`config.mk`:
```
export PLATFORM = sky130hd
export DESIGN_NAME = nibble_serializer
export DESIGN_NICKNAME = d
export VERILOG_FILES = /design/src/rtl/nibble_serializer.sv
export SDC_FILE = /design/constraint.sdc
export NUM_CORES = 1
export LEC_CHECK = 0
export BUFFER_PORTS_ARGS = -buffer_cell sky130_fd_sc_hd__buf_2
export CAP_MARGIN = 20
export CELL_PAD_IN_SITES_DETAIL_PLACEMENT = 2
export CELL_PAD_IN_SITES_GLOBAL_PLACEMENT = 2
export CORE_ASPECT_RATIO = 1.1
export CORE_UTILIZATION = 35
export DETAILED_ROUTE_END_ITERATION = 7
export GPL_TIMING_DRIVEN = 0
export PLACE_DENSITY = 0.83
export SLEW_MARGIN = 40
export SYNTH_ARGS = -nofsm -noshare
export SYNTH_HDL_FRONTEND = slang
export SYNTH_SLANG_ARGS = --single-unit
```
`constraint.sdc`:
```
create_clock -name clk -period 6 [get_ports clk]
set_clock_uncertainty 0.1 [all_clocks]
set_input_delay 0.3 -clock clk [delete_from_list [all_inputs] [get_ports clk]]
set_output_delay 0.3 -clock clk [all_outputs]
set_load 0.03 [all_outputs]
```
`src/rtl/nibble_serializer.sv`:
```
// Nibble-serial producer: streams a weight operand one nibble per beat, LSB nibble first,
// tagging each beat with its index and a zero flag; optionally drops all-zero nibbles.
module nibble_serializer #(
  parameter int LOG2_WIDTH        = 4,
  parameter int WIDTH             = 2**LOG2_WIDTH,
  parameter int LOG2_NIBBLE_WIDTH = 2,
  parameter int NIBBLE_WIDTH      = 2**LOG2_NIBBLE_WIDTH,
  parameter int NUM_NIB           = WIDTH/NIBBLE_WIDTH,
  parameter int IDX_W             = ((LOG2_WIDTH-LOG2_NIBBLE_WIDTH) > 1) ?
                                    (LOG2_WIDTH-LOG2_NIBBLE_WIDTH) : 1,
  parameter bit SKIP_ZERO         = 1'b1
) (
  input  logic                    clk,
  input  logic                    rst_n,
  input  logic                    in_valid,
  output logic                    in_ready,
  input  logic [WIDTH-1:0]        in_data,
  output logic                    out_valid,
  input  logic                    out_ready,
  output logic [NIBBLE_WIDTH-1:0] out_nibble,
  output logic [IDX_W-1:0]        out_index,
  output logic                    out_zero,
  output logic                    out_last,
  output logic                    busy
);

  typedef enum logic [0:0] {IDLE = 1'b0, SEND = 1'b1} state_e;

  state_e                  state_q, state_d;
  logic [WIDTH-1:0]        data_q, data_d;
  logic [NUM_NIB-1:0]      pending_q, pending_d;
  logic                    out_valid_q, out_valid_d;
  logic [NIBBLE_WIDTH-1:0] out_nibble_q, out_nibble_d;
  logic [IDX_W-1:0]        out_index_q, out_index_d;
  logic                    out_zero_q, out_zero_d;
  logic                    out_last_q, out_last_d;

  logic                    in_ready_s, load_s, handshake_s;
  logic [NUM_NIB-1:0]      raw_mask_s, mask_s, src_mask_s, rest_s;
  logic [WIDTH-1:0]        src_data_s;
  logic [IDX_W-1:0]        sel_idx_s;
  logic [NIBBLE_WIDTH-1:0] sel_nib_s;

  function automatic logic [IDX_W-1:0] lowest_idx(input logic [NUM_NIB-1:0] m);
    lowest_idx = '0;
    for (int i = NUM_NIB-1; i >= 0; i--) begin
      if (m[i]) lowest_idx = IDX_W'(i);
      else      lowest_idx = lowest_idx;
    end
  endfunction

  function automatic logic [NIBBLE_WIDTH-1:0] nibble_at(input logic [WIDTH-1:0] d,
                                                        input logic [IDX_W-1:0] idx);
    nibble_at = d[idx*NIBBLE_WIDTH +: NIBBLE_WIDTH];
  endfunction

  // Pending-nibble mask of an incoming operand; an all-zero operand still yields beat 0.
  always_comb begin
    raw_mask_s = '0;
    for (int i = 0; i < NUM_NIB; i++) begin
      raw_mask_s[i] = SKIP_ZERO ? (|in_data[i*NIBBLE_WIDTH +: NIBBLE_WIDTH]) : 1'b1;
    end
    mask_s = (raw_mask_s == '0) ? {{(NUM_NIB-1){1'b0}}, 1'b1} : raw_mask_s;
  end

  assign handshake_s = out_valid_q & out_ready;
  assign in_ready_s  = rst_n & ((state_q == IDLE) | (handshake_s & out_last_q));
  assign load_s      = in_valid & in_ready_s;

  // Next-state and next-beat selection.
  always_comb begin
    state_d      = state_q;
    data_d       = load_s ? in_data : data_q;
    pending_d    = pending_q;
    out_valid_d  = out_valid_q;
    out_nibble_d = out_nibble_q;
    out_index_d  = out_index_q;
    out_zero_d   = out_zero_q;
    out_last_d   = out_last_q;
    src_data_s   = load_s ? in_data : data_q;
    src_mask_s   = load_s ? mask_s : pending_q;
    sel_idx_s    = lowest_idx(src_mask_s);
    sel_nib_s    = nibble_at(src_data_s, sel_idx_s);
    rest_s       = src_mask_s & ~({{(NUM_NIB-1){1'b0}}, 1'b1} << sel_idx_s);
    if (load_s || (handshake_s && !out_last_q)) begin
      state_d      = SEND;
      pending_d    = rest_s;
      out_valid_d  = 1'b1;
      out_nibble_d = sel_nib_s;
      out_index_d  = sel_idx_s;
      out_zero_d   = (sel_nib_s == '0);
      out_last_d   = (rest_s == '0);
    end else if (handshake_s) begin
      // Last beat consumed with no follow-on operand.
      state_d      = IDLE;
      pending_d    = '0;
      out_valid_d  = 1'b0;
      out_nibble_d = '0;
      out_index_d  = '0;
      out_zero_d   = 1'b0;
      out_last_d   = 1'b0;
    end else begin
      state_d      = state_q;
    end
  end

  // State and output registers.
  always_ff @(posedge clk or negedge rst_n) begin
    if (!rst_n) begin
      state_q      <= IDLE;
      data_q       <= '0;
      pending_q    <= '0;
      out_valid_q  <= 1'b0;
      out_nibble_q <= '0;
      out_index_q  <= '0;
      out_zero_q   <= 1'b0;
      out_last_q   <= 1'b0;
    end else begin
      state_q      <= state_d;
      data_q       <= data_d;
      pending_q    <= pending_d;
      out_valid_q  <= out_valid_d;
      out_nibble_q <= out_nibble_d;
      out_index_q  <= out_index_d;
      out_zero_q   <= out_zero_d;
      out_last_q   <= out_last_d;
    end
  end

  assign in_ready   = in_ready_s;
  assign out_valid  = out_valid_q;
  assign out_nibble = out_nibble_q;
  assign out_index  = out_index_q;
  assign out_zero   = out_zero_q;
  assign out_last   = out_last_q;
  assign busy       = (state_q == SEND);

endmodule
```
# [Yosys cells after proc, flatten, opt, wreduce, memory -nomap -nowiden]
# Index checks and enable logic that the tools add are counted.
[classes] shifts=2 n_reduce_logical=11 bitwise=8 n_mux=16
[op_table] op="$mux W4" count=5
[op_table] op="$mux W16" count=1
[op_table] op="$reduce_or A4 Y1" count=4
[op_table] op="$shiftx A16 B5 Y4" count=1
[op_table] op="$logic_not A4 Y1" count=3
[op_table] op="$mux W2" count=6
[op_table] op="$and A1 B1 Y1" count=4
[op_table] op="$and A4 B4 Y4" count=1
[op_table] op="$mux W1" count=4
[op_table] op="$not A4 Y4" count=1
[op_table] op="$shl A1 B2 Y4 const A" count=1
[op_table] op="$reduce_bool A2 Y1" count=1
[op_table] op="$logic_and A1 B1 Y1" count=1
[op_table] op="$logic_not A1 Y1" count=1
[op_table] op="$logic_or A1 B1 Y1" count=1
[op_table] op="$not A1 Y1" count=1
[op_table] op="$or A1 B1 Y1" count=1
[totals] in_bits=20 word_cells=44 out_inout_bits=11 regBits=29

# [Longest topological paths before layout]
[depth] ltp_word=15 ltp_mapped=8 depth_no_buf=7

# [Worst setup path before layout]
# OpenSTA, ideal clock, no wires.
[synth_timing] kind="in2reg" start="in in_data[14]" end="reg out_zero_q (netlist: out_zero)" stages=7 n_path_buf=0 required_time_ns=5.797 path_slack_ns=3.705 arrival_ns=2.091 cell_sequence="or4_4 -> or3b_4 -> a31oi_4 -> a21oi_4 -> mux2i_1 -> o21ai_1 -> o41ai_2"
[synth_between] elab_chain_cells=11 word_cells_on_any_way=12 cone_classes="shift: 1; mux: 8; reduce/logical: 3"
[synth_rtl] element="start: declaration" line_no="17" rtl="input logic [WIDTH-1:0] in_data,"
[synth_rtl] element="$reduce_or A4 Y1" line_no="61" rtl="raw_mask_s[i] = SKIP_ZERO ? (|in_data[i*NIBBLE_WIDTH +: NIBBLE_WIDTH]) : 1'b1;"
[synth_rtl] element="$logic_not A4 Y1" line_no="63" rtl="mask_s = (raw_mask_s == '0) ? {{(NUM_NIB-1){1'b0}}, 1'b1} : raw_mask_s;"
[synth_rtl] element="$mux W4" line_no="63"
[synth_rtl] element="$mux W4" line_no="81" rtl="src_mask_s = load_s ? mask_s : pending_q;"
[synth_rtl] element="$mux W2 (4 in a row)" line_no="47" rtl="if (m[i]) lowest_idx = IDX_W'(i);"
[synth_rtl] element="$shiftx A16 B5 Y4 (*)" line_no="54" rtl="nibble_at = d[idx*NIBBLE_WIDTH +: NIBBLE_WIDTH];"
[synth_rtl] element="$logic_not A4 Y1 (*)" line_no="91" rtl="out_zero_d = (sel_nib_s == '0);"
[synth_rtl] element="$mux W1 (*)" line_no="85" rtl="if (load_s || (handshake_s && !out_last_q)) begin"
[synth_rtl] element="end signal: assignment" line_no="125" rtl="out_zero_q <= out_zero_d;"
[synth_rtl] element="end: declaration" line_no="35" rtl="logic out_zero_q, out_zero_d;"
# Mark *: on every way between the ends. The rest lies on a longest branch, timed or not.
# A chain may end at the register's enable or synchronous reset.

# [Worst setup path after layout]
[layout_timing] start="in rst_n" end="reg out_nibble_q[0] (netlist: out_nibble[0])"
[layout_between] elab_chain_cells=9 word_cells_on_any_way=12 cone_classes="shift: 1; mux: 7; bitwise: 2; reduce/logical: 2"
[layout_rtl] element="start: declaration" line_no="14" rtl="input logic rst_n,"
[layout_rtl] element="$and A1 B1 Y1 (*)" line_no="67" rtl="assign in_ready_s = rst_n & ((state_q == IDLE) | (handshake_s & out_last_q));"
[layout_rtl] element="$and A1 B1 Y1 (*)" line_no="68" rtl="assign load_s = in_valid & in_ready_s;"
[layout_rtl] element="$mux W4" line_no="81"
[layout_rtl] element="$mux W2 (4 in a row)" line_no="47"
[layout_rtl] element="$shiftx A16 B5 Y4" line_no="54"
[layout_rtl] element="$mux W4" line_no="85"
[layout_rtl] element="end signal: assignment" line_no="123" rtl="out_nibble_q <= out_nibble_d;"
[layout_rtl] element="end: declaration" line_no="33" rtl="logic [NIBBLE_WIDTH-1:0] out_nibble_q, out_nibble_d;"
# Marks and branches as above.

==> flow_metrics.env <==
export IMPL_worst_r2r_endpoint="out_zero"
export IMPL_core_area_um2=4320
export IMPL_cts_tree="yes"
export IMPL_crit_type="input port to flip-flop"
export IMPL_yosys_area_top_type="dfrtp_1"
export IMPL_crit_end="out_nibble[0]"
export IMPL_synth_cell_types=43
export IMPL_antenna_found_initial=0
export IMPL_synthCells=169
export IMPL_yosysWarnings=0
export IMPL_dieArea_um2=4780
export IMPL_rsz0062_at_grt="no"
export IMPL_cp_required_ns=6.11
export IMPL_io_buffers=30
export IMPL_r2r_start="out_last"
export IMPL_power_density_nw_per_um2=496
export IMPL_fmax_mhz=309
export IMPL_routedWlPerCell_um=19.9
export IMPL_cts_resized=0
export IMPL_syn_avg_cell_area_um2=9.33
export IMPL_met2_length_um=2780
export IMPL_die_h_um=72.4
export IMPL_hold_violations=0
export IMPL_grt_max_degree=33
export IMPL_start_kind="input port"
export IMPL_multiInputGateArea_um2=817
export IMPL_worst_setup_path_end_kind="flip-flop"
export IMPL_path_clk_slew_ns=0.07
export IMPL_drt_iter0_drc=52
export IMPL_grt_first_pass_wirelength_um=8420
export IMPL_setup_violations_final=0
export IMPL_wl_met1_um=2150
export IMPL_ios=31
export IMPL_highest_layer="met4"
export IMPL_synth_fp_nets=189
export IMPL_grt_total_usage_pct=24.3
export IMPL_hp_class="input port to flip-flop"
export IMPL_final_nets=227
export IMPL_worstPathMaxFanout=32
export IMPL_cts_root_buf="clkbuf_8"
export IMPL_antennaDiodeCount=0
export IMPL_vias_per_cell=5.54
export IMPL_period_minus_slack_ns=3.24
export IMPL_post_route_period_util_pct=53.9
export IMPL_layout_commonest_cell="nand2_1"
export IMPL_drc=0
export IMPL_status="finished clean"
export IMPL_final_layout_size_suffix_gt1_share_pct=28.0
export IMPL_crit_start="rst_n"
export IMPL_layout_area_overhead_vs_synth_pct=19.9
export IMPL_place_gp_congestion=0.869
export IMPL_antenna_left=0
export IMPL_wl_met3_um=167
export IMPL_vias=1445
export IMPL_ys_seq_elements=29
export IMPL_vdd_drop_max_mv=0.202
export IMPL_instances_no_fill=261
export IMPL_final_cell_mix="nand2_1 (54), buf_2 (30), dfrtp_1 (29)"
export IMPL_overflow=0
export IMPL_slew_viol_final=0
export IMPL_synth_area_um2=1580
export IMPL_fin_tns_setup_ns=0
export IMPL_rr_worst_depth=7
export IMPL_arrival_ns=3.35
export IMPL_regArea_um2=726
export IMPL_utilization_pct=43.8
export IMPL_p_leak_nw=0.924
export IMPL_die_w_um=66.0
export IMPL_clk_latency_ns=0.29
export IMPL_ys_seq_area_share_pct=46.0
export IMPL_final_fill_count=495
export IMPL_start_util_pct=36.5
export IMPL_rows=25
export IMPL_worst_pin_slew_ns=0.715
export IMPL_drv_cap=0
export IMPL_maxSlewHeadroom_pct=52.3
export IMPL_routed_wl_um=5190
export IMPL_synthTopCellsByArea="dfrtp_1 (46%), nand2_1 (13%), a21oi_1 (3.8%)"
export IMPL_synth_top_cell_area_share_pct=46.0
export IMPL_hpwl_um=3710
export IMPL_clock_path_buffers=2
export IMPL_drt_first_pass_iters=4
export IMPL_ff2ff_setup_slack_ns=3.59
export IMPL_cts_sinks=29
export IMPL_cts_inserted_buffers=5
export IMPL_htree_levels=2
export IMPL_dp_cells=253
export IMPL_grt_pass1_vias=1629
export IMPL_fin_hold_ws_ns=0.162
==> registers in the layout (all words and copies together), names as in the netlist <==
register,cells
data_q,16
out_index,2
out_last,1
out_nibble,4
out_valid,1
out_zero,1
pending_q,4
==> synth_stat cells (all sizes together) <==
| cell type | count |
|---|---|
| a21oi | 15 |
| o21a | 1 |
| maj3 | 1 |
| and3 | 5 |
| or3b | 1 |
| o21ai | 11 |
| nor3 | 2 |
| nor4 | 3 |
| a21o | 3 |
| o31a | 1 |
| inv | 3 |
| mux2i | 4 |
| nand3 | 1 |
| o211ai | 3 |
| clkbuf | 2 |
| o41ai | 1 |
| a22o | 2 |
| or4 | 2 |
| nand2 | 57 |
| nor2 | 8 |
| a31oi | 2 |
| dfrtp | 29 |
| nand4 | 1 |
| a21boi | 3 |
| and2 | 2 |
| o31ai | 1 |
| buf | 3 |
| a21bo | 1 |
| o32a | 1 |
==> cell families after synthesis <==
logic type      after synthesis  share of synthesized area [%]
flops                        29                           46.0
fa+ha+maj                     1                          0.635
compound gates               45                           22.4
simple gates                 82                           26.3
mux                           4                           2.54
buf+inv                       8                           2.14
==> worst max-delay path, stage by stage <==
cell and delay, ns:
dlygate4sd3_1 0.52, buf_2 0.57, nand2_1 0.37, nor2_4 0.27, buf_1 0.47, nand2_1 0.16
a21oi_1 0.24, nor3_1 0.08, o21ai_1 0.16, a21boi_1 0.20
==> repair_timing <==
| action | 4_1_cts | 5_1_grt |
|---|---|---|
| hold endpoints to repair | 29 | 0 |
| setup buffers | 0 | 0 |
| hold buffers | 1 | 0 |
==> where the power goes <==
group,internal [W],switching (W)
Combinational,0.000152,0.000293
Sequential,0.000279,0.0000453
Clock,0.0000909,0.0000780
==> worst min path at each step <==
stage,startpoint,end,cells after the start
after detailed placement,rst_n,data_q[8],1
after CTS,in_data[15],data_q[15],3
after global routing,in_data[15],data_q[15],3
after floorplan,rst_n,data_q[0],0
after global placement,rst_n,data_q[9],1
final,in_data[15],data_q[15],3
==> metrics by stage <==
stage               worst slack [ns]  power (W)  area, µm²
floorplan                       3.71   0.000631       1580
global placement                3.12   0.000740       1790
detailed placement              3.02   0.000768       1790
CTS                             2.71   0.000946       1890
global route                    2.49   0.000999       1890
finish                          2.76   0.000938       1890
==> final cells by class <==
cell class	instances	share of cell area, %
Buffer	5	1.19
Clock buffer	7	4.57
Inverter	3	0.596
Multi-Input combinational cell	132	43.2
Sequential cell	29	38.4
Tap cell	54	3.57
Timing Repair Buffer	31	8.47
==> routing by layer <==
layer	global-route usage, %	vias up
li1	-	661
met1	28.1	744
met2	42.2	29
met3	6.13	11
met4	10.2	0
met5	0	-
Power figures use the tool's default switching activity.
